[src/rtl/oai_out_edge_monitor_pkg.sv]
// Shared types and helpers for the edge monitor: output stream FSM states
// and the width rule for the debounce stability counter.
package oai_out_edge_monitor_pkg;

    typedef enum logic {
        ST_EMPTY = 1'b0,
        ST_FULL  = 1'b1
    } out_state_e;

    // Stability counter must count 0..deb-1; keep at least one bit so DEB=1 is legal.
    function automatic int stab_width(input int deb);
        return (deb > 1) ? $clog2(deb) : 1;
    endfunction

endpackage

[src/rtl/oai_out_edge_monitor_if.sv]
// Snapshot stream between the edge monitor (master) and the status collector (slave).
interface oai_out_edge_monitor_if #(
    parameter int CNT_W = 8
);
    logic             cnt_val;
    logic             cnt_rdy;
    logic [CNT_W-1:0] cnt_msg;

    modport master (output cnt_val, output cnt_msg, input  cnt_rdy);
    modport slave  (input  cnt_val, input  cnt_msg, output cnt_rdy);
endinterface

[src/rtl/oai_out_edge_monitor_sig_debounce.sv]
// Synchronises an asynchronous gate output, debounces it into a clean level
// and produces registered one-cycle rise/fall pulses aligned with level changes.
module oai_out_edge_monitor_sig_debounce
    import oai_out_edge_monitor_pkg::*;
#(
    parameter int NSYNC = 2,
    parameter int DEB   = 3
) (
    input  logic clk_i,
    input  logic rst_i,
    input  logic sig_i,
    output logic level_o,
    output logic rise_o,
    output logic fall_o
);
    localparam int STAB_W = stab_width(DEB);
    localparam logic [STAB_W-1:0] STAB_LAST = STAB_W'(DEB - 1);

    logic [NSYNC-1:0]  sync_q, sync_d;
    logic [STAB_W-1:0] stab_q, stab_d;
    logic              level_q, level_d;
    logic              rise_q, rise_d;
    logic              fall_q, fall_d;
    logic              s;

    assign s      = sync_q[NSYNC-1];
    assign sync_d = {sync_q[NSYNC-2:0], sig_i};

    // Debounce: a mismatch must persist DEB consecutive cycles before level follows it.
    always_comb begin
        level_d = level_q;
        stab_d  = '0;
        rise_d  = 1'b0;
        fall_d  = 1'b0;
        if (s != level_q) begin
            if (stab_q == STAB_LAST) begin
                level_d = s;
                rise_d  = s;
                fall_d  = ~s;
            end else begin
                stab_d = stab_q + 1'b1;
            end
        end
    end

    // Sync chain, debounce state and edge pulses.
    always_ff @(posedge clk_i or posedge rst_i) begin
        if (rst_i) begin
            sync_q  <= '0;
            stab_q  <= '0;
            level_q <= 1'b0;
            rise_q  <= 1'b0;
            fall_q  <= 1'b0;
        end else begin
            sync_q  <= sync_d;
            stab_q  <= stab_d;
            level_q <= level_d;
            rise_q  <= rise_d;
            fall_q  <= fall_d;
        end
    end

    assign level_o = level_q;
    assign rise_o  = rise_q;
    assign fall_o  = fall_q;

endmodule

[src/rtl/oai_out_edge_monitor.sv]
// Edge monitor for a single gate output: debounced level, edge pulses,
// saturating rising-edge counter and a val/rdy snapshot stream.
module oai_out_edge_monitor
    import oai_out_edge_monitor_pkg::*;
#(
    parameter int NSYNC = 2,
    parameter int DEB   = 3,
    parameter int CNT_W = 8
) (
    input  logic clk,
    input  logic reset,
    input  logic sig_in,
    input  logic cnt_en,
    input  logic flush,
    output logic level,
    output logic rise,
    output logic fall,
    output logic ovf,
    oai_out_edge_monitor_if.master cnt
);
    localparam logic [CNT_W-1:0] CNT_ONE = CNT_W'(1);

    out_state_e       state_q;
    logic [CNT_W-1:0] cnt_q;
    logic [CNT_W-1:0] msg_q;
    logic             ovf_q;
    logic             inc;
    logic             sat;
    logic             accept;

    oai_out_edge_monitor_sig_debounce #(
        .NSYNC (NSYNC),
        .DEB   (DEB)
    ) u_deb (
        .clk_i   (clk),
        .rst_i   (reset),
        .sig_i   (sig_in),
        .level_o (level),
        .rise_o  (rise),
        .fall_o  (fall)
    );

    assign inc    = rise & cnt_en;
    assign sat    = (cnt_q == '1);
    // A flush only lands when the slot is free or is being emptied this cycle.
    assign accept = flush & ((state_q == ST_EMPTY) | cnt.cnt_rdy);

    // Counter, overflow flag and snapshot FSM; an edge coinciding with an
    // accepted flush opens the new window at 1 so it is not lost.
    always_ff @(posedge clk or posedge reset) begin
        if (reset) begin
            state_q <= ST_EMPTY;
            cnt_q   <= '0;
            msg_q   <= '0;
            ovf_q   <= 1'b0;
        end else if (accept) begin
            state_q <= ST_FULL;
            msg_q   <= cnt_q;
            cnt_q   <= inc ? CNT_ONE : '0;
            ovf_q   <= 1'b0;
        end else begin
            if (state_q == ST_FULL && cnt.cnt_rdy)
                state_q <= ST_EMPTY;
            if (inc) begin
                if (sat)
                    ovf_q <= 1'b1;
                else
                    cnt_q <= cnt_q + 1'b1;
            end
        end
    end

    assign cnt.cnt_val = (state_q == ST_FULL);
    assign cnt.cnt_msg = msg_q;
    assign ovf         = ovf_q;

endmodule

[src/flat_wrapper.sv]
// flat-port wrapper written by rule: the top's interface ports become plain ports
module oai_out_edge_monitor_flat import oai_out_edge_monitor_pkg::*;
#(
    parameter int NSYNC = 2,
    parameter int DEB   = 3,
    parameter int CNT_W = 8
)
  (clk, reset, sig_in, cnt_en, flush, level, rise, fall, ovf, cnt_cnt_val, cnt_cnt_msg, cnt_cnt_rdy);
  oai_out_edge_monitor_if #(.CNT_W(CNT_W)) cnt_i ();
  input  logic clk;
  input  logic reset;
  input  logic sig_in;
  input  logic cnt_en;
  input  logic flush;
  output logic level;
  output logic rise;
  output logic fall;
  output logic ovf;
  output wire logic [$bits(cnt_i.cnt_val)-1:0] cnt_cnt_val;
  output wire logic [$bits(cnt_i.cnt_msg)-1:0] cnt_cnt_msg;
  input wire logic [$bits(cnt_i.cnt_rdy)-1:0] cnt_cnt_rdy;
  assign cnt_cnt_val = cnt_i.cnt_val;
  assign cnt_cnt_msg = cnt_i.cnt_msg;
  assign cnt_i.cnt_rdy = cnt_cnt_rdy;
  oai_out_edge_monitor #(.NSYNC(NSYNC), .DEB(DEB), .CNT_W(CNT_W)) u_core (.clk(clk), .reset(reset), .sig_in(sig_in), .cnt_en(cnt_en), .flush(flush), .level(level), .rise(rise), .fall(fall), .ovf(ovf), .cnt(cnt_i));
endmodule
[config.mk]
export PLATFORM = sky130hd
export DESIGN_NAME = oai_out_edge_monitor_flat
export DESIGN_NICKNAME = d
export VERILOG_FILES = /design/src/rtl/oai_out_edge_monitor_pkg.sv /design/src/rtl/oai_out_edge_monitor_if.sv /design/src/rtl/oai_out_edge_monitor_sig_debounce.sv /design/src/rtl/oai_out_edge_monitor.sv /design/src/flat_wrapper.sv
export SDC_FILE = /design/constraint.sdc
export NUM_CORES = 1
export LEC_CHECK = 0
export ABC_AREA = 1
export CORE_ASPECT_RATIO = 0.75
export CORE_MARGIN = 5
export CORE_UTILIZATION = 46
export CTS_CLUSTER_DIAMETER = 60
export CTS_CLUSTER_SIZE = 24
export DETAILED_ROUTE_END_ITERATION = 10
export GPL_ROUTABILITY_DRIVEN = 0
export PLACE_DENSITY = 0.73
export SYNTH_ARGS = -nofsm -noshare
export SYNTH_HDL_FRONTEND = slang
export SYNTH_SLANG_ARGS = --single-unit
[constraint.sdc]
create_clock -name clk -period 1.15 [get_ports clk]
set_input_delay 0.23 -clock clk [delete_from_list [all_inputs] [get_ports clk]]
set_output_delay 0.23 -clock clk [all_outputs]
set_load 0.005 [all_outputs]
# [Word-level counts from Yosys, hierarchy flattened]
# Index checks and enable logic that the tools add are counted.
[op_classes] eq_ne=4 n_bitwise=5 n_mux=15 n_reduce_logical=7 n_addsub=2
[op_table] cell="8-bit 2-to-1 mux" count=3
[op_table] cell="1-bit 2-to-1 mux" count=10
[op_table] cell="8-bit by 1-bit adder with 8-bit output (second input constant)" count=1
[op_table] cell="8-bit == test (second input constant)" count=1
[op_table] cell="2-bit AND reduction" count=3
[op_table] cell="2-bit nonzero test" count=3
[op_table] cell="2-bit 2-to-1 mux" count=2
[op_table] cell="2-bit by 1-bit adder with 2-bit output (second input constant)" count=1
[op_table] cell="1-bit bitwise AND" count=2
[op_table] cell="2-bit == test (second input constant)" count=1
[op_table] cell="2-bit != test (second input constant)" count=1
[op_table] cell="1-bit NOT" count=2
[op_table] cell="1-bit logical AND" count=1
[op_table] cell="1-bit != test" count=1
[op_table] cell="1-bit bitwise OR" count=1
[totals] register_bits=25 out_inout_bits=13

# [Logic depth before layout (Yosys ltp)]
[logic_depth] depth_word=5 ltp_mapped=8 depth_no_buf=8

# [By module]
# Synthesis repeated with hierarchy kept, for this count alone.
[unflattened] hier_cells=141 area_unflattened_um2=1173.6
[by_module_without_submodules] mod="oai_out_edge_monitor" n_inst=1 cells_per_inst=118 seq_area_each_um2=450.4 area_per_inst_um2=929.6
[by_module_without_submodules] mod="oai_out_edge_monitor_sig_debounce" n_inst=1 cells_per_inst=23 seq_area_each_um2=175.2 area_per_inst_um2=244.0

# [Worst setup path before layout]
# OpenSTA, ideal clock, no wires.
[synth_timing] path_type="register to register" from="register u_core.cnt_q[0]" to="register u_core.cnt_q[4]" arrival_ns=1.099 setup_slack_ns=-0.076 path_buffers=1 path_stages_with_launch=9 setup_time_ns=0.127 required_ns=1.023 synth_period_minus_slack_ns=1.226 cell_sequence="dfrtp_1 > ha_1 > nand2_2 > nor2_4 > nand3_2 > nand2_2 > buf_6 > nand2_1 > o21ai_0"
[synth_via] elab_chain_cells=4 elab_cells_between_ends=7 cone_classes="add/sub: 1; eq/ne: 2; mux: 3; reduce/logical: 1"
[synth_lines] item="start, declared" line="oai_out_edge_monitor.sv:24" text="logic [CNT_W-1:0] cnt_q;"
[synth_lines] item="start signal, assigned" line="oai_out_edge_monitor.sv:59" text="cnt_q <= inc ? CNT_ONE : '0;"
[synth_lines] item="start signal, assigned" line="oai_out_edge_monitor.sv:68" text="cnt_q <= cnt_q + 1'b1;"
[synth_lines] item="8-bit by 1-bit adder with 8-bit output" line="oai_out_edge_monitor.sv:68"
[synth_lines] item="8-bit 2-to-1 mux" line="oai_out_edge_monitor.sv:65" text="if (sat)"
[synth_lines] item="8-bit 2-to-1 mux" line="oai_out_edge_monitor.sv:64" text="if (inc) begin"
[synth_lines] item="8-bit 2-to-1 mux" line="oai_out_edge_monitor.sv:56" text="end else if (accept) begin"
# Several ways; a longest one is shown, not always the timed one. The select of a mux whose other input is x is not followed.
# A chain may end at the register's enable or synchronous reset.

# [Worst setup path in the final report]
[layout_timing] from="register u_core.cnt_q[0]" to="register u_core.cnt_q[3]"
# The elaborated chain is that of the path after synthesis.

==> results by group <==
Synth
  • Sequential share of the synthesized area: 0.551
  • Distinct cells, synth: 25
  • FFs w/ async S/R, synth: 1.00
  • Ys flop type: dfrtp_1
  • Synthesized Nets: about 140
  • Syn Inst Count: about 130
  • Synth warnings: 0
  • #FFs+latches synth: 25
  • Syn_area_per_cell: roughly 8.5 µm²
  • Cell area after synthesis: 0.00113 mm²
  • Number of synthesized flops with an enable pin: 0

Timing
  • Fin crit period: between 1 and 1.5 ns
  • Slew HR: 0.818
  • Period utilization: 1.10
  • RSZ-0062 raised after global routing: yes
  • Final setup violating endpoints: 9
  • Final Max Slew Viols: 0
  • Final setup margin: -0.112 ns
  • Worst-Margin Slew: 0.270 ns
  • Hold Fails Final Rpt: 0
  • Hold slack: 0.210 ns
  • Fmax: slightly below 800 MHz
  • Worst Skew: just under 0.01 ns

Detailed routing
  • Drt pass-1 iters: 4
  • Post-Route WL: between 2000 and 3000 µm
  • # DRC: 0
  • Routed vias/inst: 4.73
  • 1st-iter DRT viols: 62
  • Routed wire per std cell: approximately 12 µm
  • DR vias: 1,012
  • Antenna viol nets, final: 0

Run
  • Number of max-cap violations: 0

Placement
  • Hpwl dp: 1780 µm
  • Post-DP Area: 0.00148 mm²
  • Placed Instances: around 200
  • I/O Buffers: 18

Global route
  • Initial antenna violation count: 0
  • First-pass GRT wire length: around 4300 µm
  • GRT Total Usage: 0.165
  • Largest net degree at the start of global routing: 26
  • Number of global-route vias before repair: roughly 1,000
  • Gr ovfl total: 0

Floorplan
  • Core area: 0.00233 mm²
  • Total die area: approximately 0.0036 mm²
  • Initial Util: 0.488
  • Chip height: roughly 53 µm
  • Die W: between 60 and 70 µm
  • IO Pins: 19
  • Core Rows: 15

Setup path
  • Critical Path Start Type: flip-flop
  • Crit Path Max Fanout: 6
  • Worst setup EP type: flip-flop
  • Worst EP required: about 1.4 ns
  • Setup CP Type: reg2reg
  • WP data arrival: 1.49 ns

Layout
  • Antenna Cells: 0
  • # fillers: 196
  • Fin area: approximately 0.0016 mm²
  • Fin nets: between 150 and 200
  • Layout cells sized above 1: 0.344
  • Fin cells: about 210
  • Area growth, synth to finish: 38.4%
  • Commonest non-fill, non-tap cell in the layout: nand2_1
  • Most frequent cells in the layout: nand2_1, buf_4, dfrtp_1

Min path
  • Worst Hold Class: in2async

Outcome
  • Failing checks: negative setup slack
  • Outcome: finished, violations left

Clocking
  • Worst-skew pair later-pin latency: ~0.33 ns
  • H-Tree Depth: 1
  • Clock Tree Buf Depth: 2
  • TritonCTS sink count: 25
  • Cts bufs inserted: 3
  • CTS tree: yes
  • CTS Hold Bufs: 0
  • Clock transition at the registers of the reported paths: around 0.14 ns
  • Root buf cell: clkbuf_4

Power and ir drop
  • Clock share of power: 0.209
  • Reg power frac: 0.552
  • Cell Int Power: roughly 1300 µW
  • PD cells: 1200 mW/mm²
  • Switch Pwr: 556 µW
  • Leak: 0.000828 µW
  • Comb power frac: 0.239
  • Switching Share: 0.296
  • Worst VDD drop: around 850 µV
## per-layer routing
layer / global-route usage / share of wire
met3: 0.0531 / 0.069
met4: 0.0404 / 0.018
met2: 0.287 / 0.47
met5: 0 / 0
met1: 0.198 / 0.44
## worst paths after layout
path | startpoint | endpoint | slack [ns] | cells after the start
worst min register to register | u_core.u_deb.sync_q[0]$_DFF_PP0_ | u_core.u_deb.sync_q[1]$_DFF_PP0_ | 0.37 | 0
min in group clk | sig_in | u_core.u_deb.sync_q[0]$_DFF_PP0_ | 0.33 | 1
worst max-delay path | u_core.cnt_q[0]$_DFFE_PP0P_ | u_core.cnt_q[3]$_DFFE_PP0P_ | -0.11 | 8
worst min-delay path | reset | u_core.u_deb.stab_q[0]$_DFF_PP0_ | 0.21 | 3
worst max register to register | u_core.cnt_q[0]$_DFFE_PP0P_ | u_core.cnt_q[3]$_DFFE_PP0P_ | -0.11 | 8
max in group asynchronous | reset | u_core.u_deb.level_o$_DFFE_PP0P_ | 0.78 | 3
## registers in the layout, summed over array words and instances (netlist names)
name                  cells
u_core.u_deb.stab_q       2
u_core.u_deb.fall_o       1
u_core.ovf                1
u_core.cnt_q              8
u_core.u_deb.rise_o       1
u_core.cnt.cnt_msg        8
u_core.cnt.cnt_val        1
u_core.u_deb.level_o      1
u_core.u_deb.sync_q       2
## area by class of cell
| type | instances | area (µm²) | area share |
|---|---|---|---|
| clock buffers | 3 | 22.5 | 0.0143 |
| clock inverters | 1 | 5.00 | 0.00319 |
| inverters | 17 | 63.8 | 0.0406 |
| multi-input cells | 89 | 480 | 0.306 |
| flip-flops and latches | 25 | 626 | 0.398 |
| well taps | 34 | 42.5 | 0.0271 |
| repair buffers | 45 | 330 | 0.210 |
## logic make-up after synthesis
kind of cell | count (synthesis) | synth area share
xor gates and xnor gates | 3 | 0.0232
DFF | 25 | 0.551
adders and majority gates | 1 | 0.0110
and+or+nand+nor | 69 | 0.264
AOI/OAI and AO/OA | 15 | 0.0706
buffers and inverters | 21 | 0.0805
## through the flow
step                TNS, ns  total power [µW]  setup WS [ns]  utilization
global placement      -4.26              1470         -0.310        0.635
detailed placement    -5.11              1490         -0.372        0.635
global route          -1.52              2000         -0.193        0.675
finish               -0.727              1880         -0.112        0.675
CTS                  -0.487              1870        -0.0943        0.665
floorplan            -0.260              1250        -0.0465            -
## critical path: stages (launching register included)
cell	delay (ns)
dfrtp_1	0.44
ha_4	0.18
nand2_4	0.07
nor2_4	0.12
nand3_4	0.12
nand2_4	0.12
inv_2	0.03
nand2_1	0.05
nand2_1	0.05
## power by group through the flow
stage | registers, µW | logic [µW] | clock network, µW
final | 1040 | 449 | 393
after CTS | 1030 | 434 | 405
after global routing | 1050 | 505 | 442
after detailed placement | 1050 | 436 | 0
after floorplan | 1060 | 192 | 0
after global placement | 1040 | 422 | 0
## synth_stat cells (2+ instances only)
library cell	instances	area share
xor2_1	2	0.015
o21ai_1	2	0.0088
nor3_1	3	0.013
dfrtp_1	25	0.55
inv_1	16	0.053
nor2_1	7	0.023
nand2_2	2	0.011
nand2_1	44	0.15
nand3_1	8	0.035
o21ai_0	10	0.044
## repair_timing
action,in CTS,in global routing
endpoints found under the setup margin,22,19
pin swaps,4,5
resized for setup,60,6
buffers inserted,9,3
cloned,1,0
Note: power is estimated with default switching activity, not from simulation.
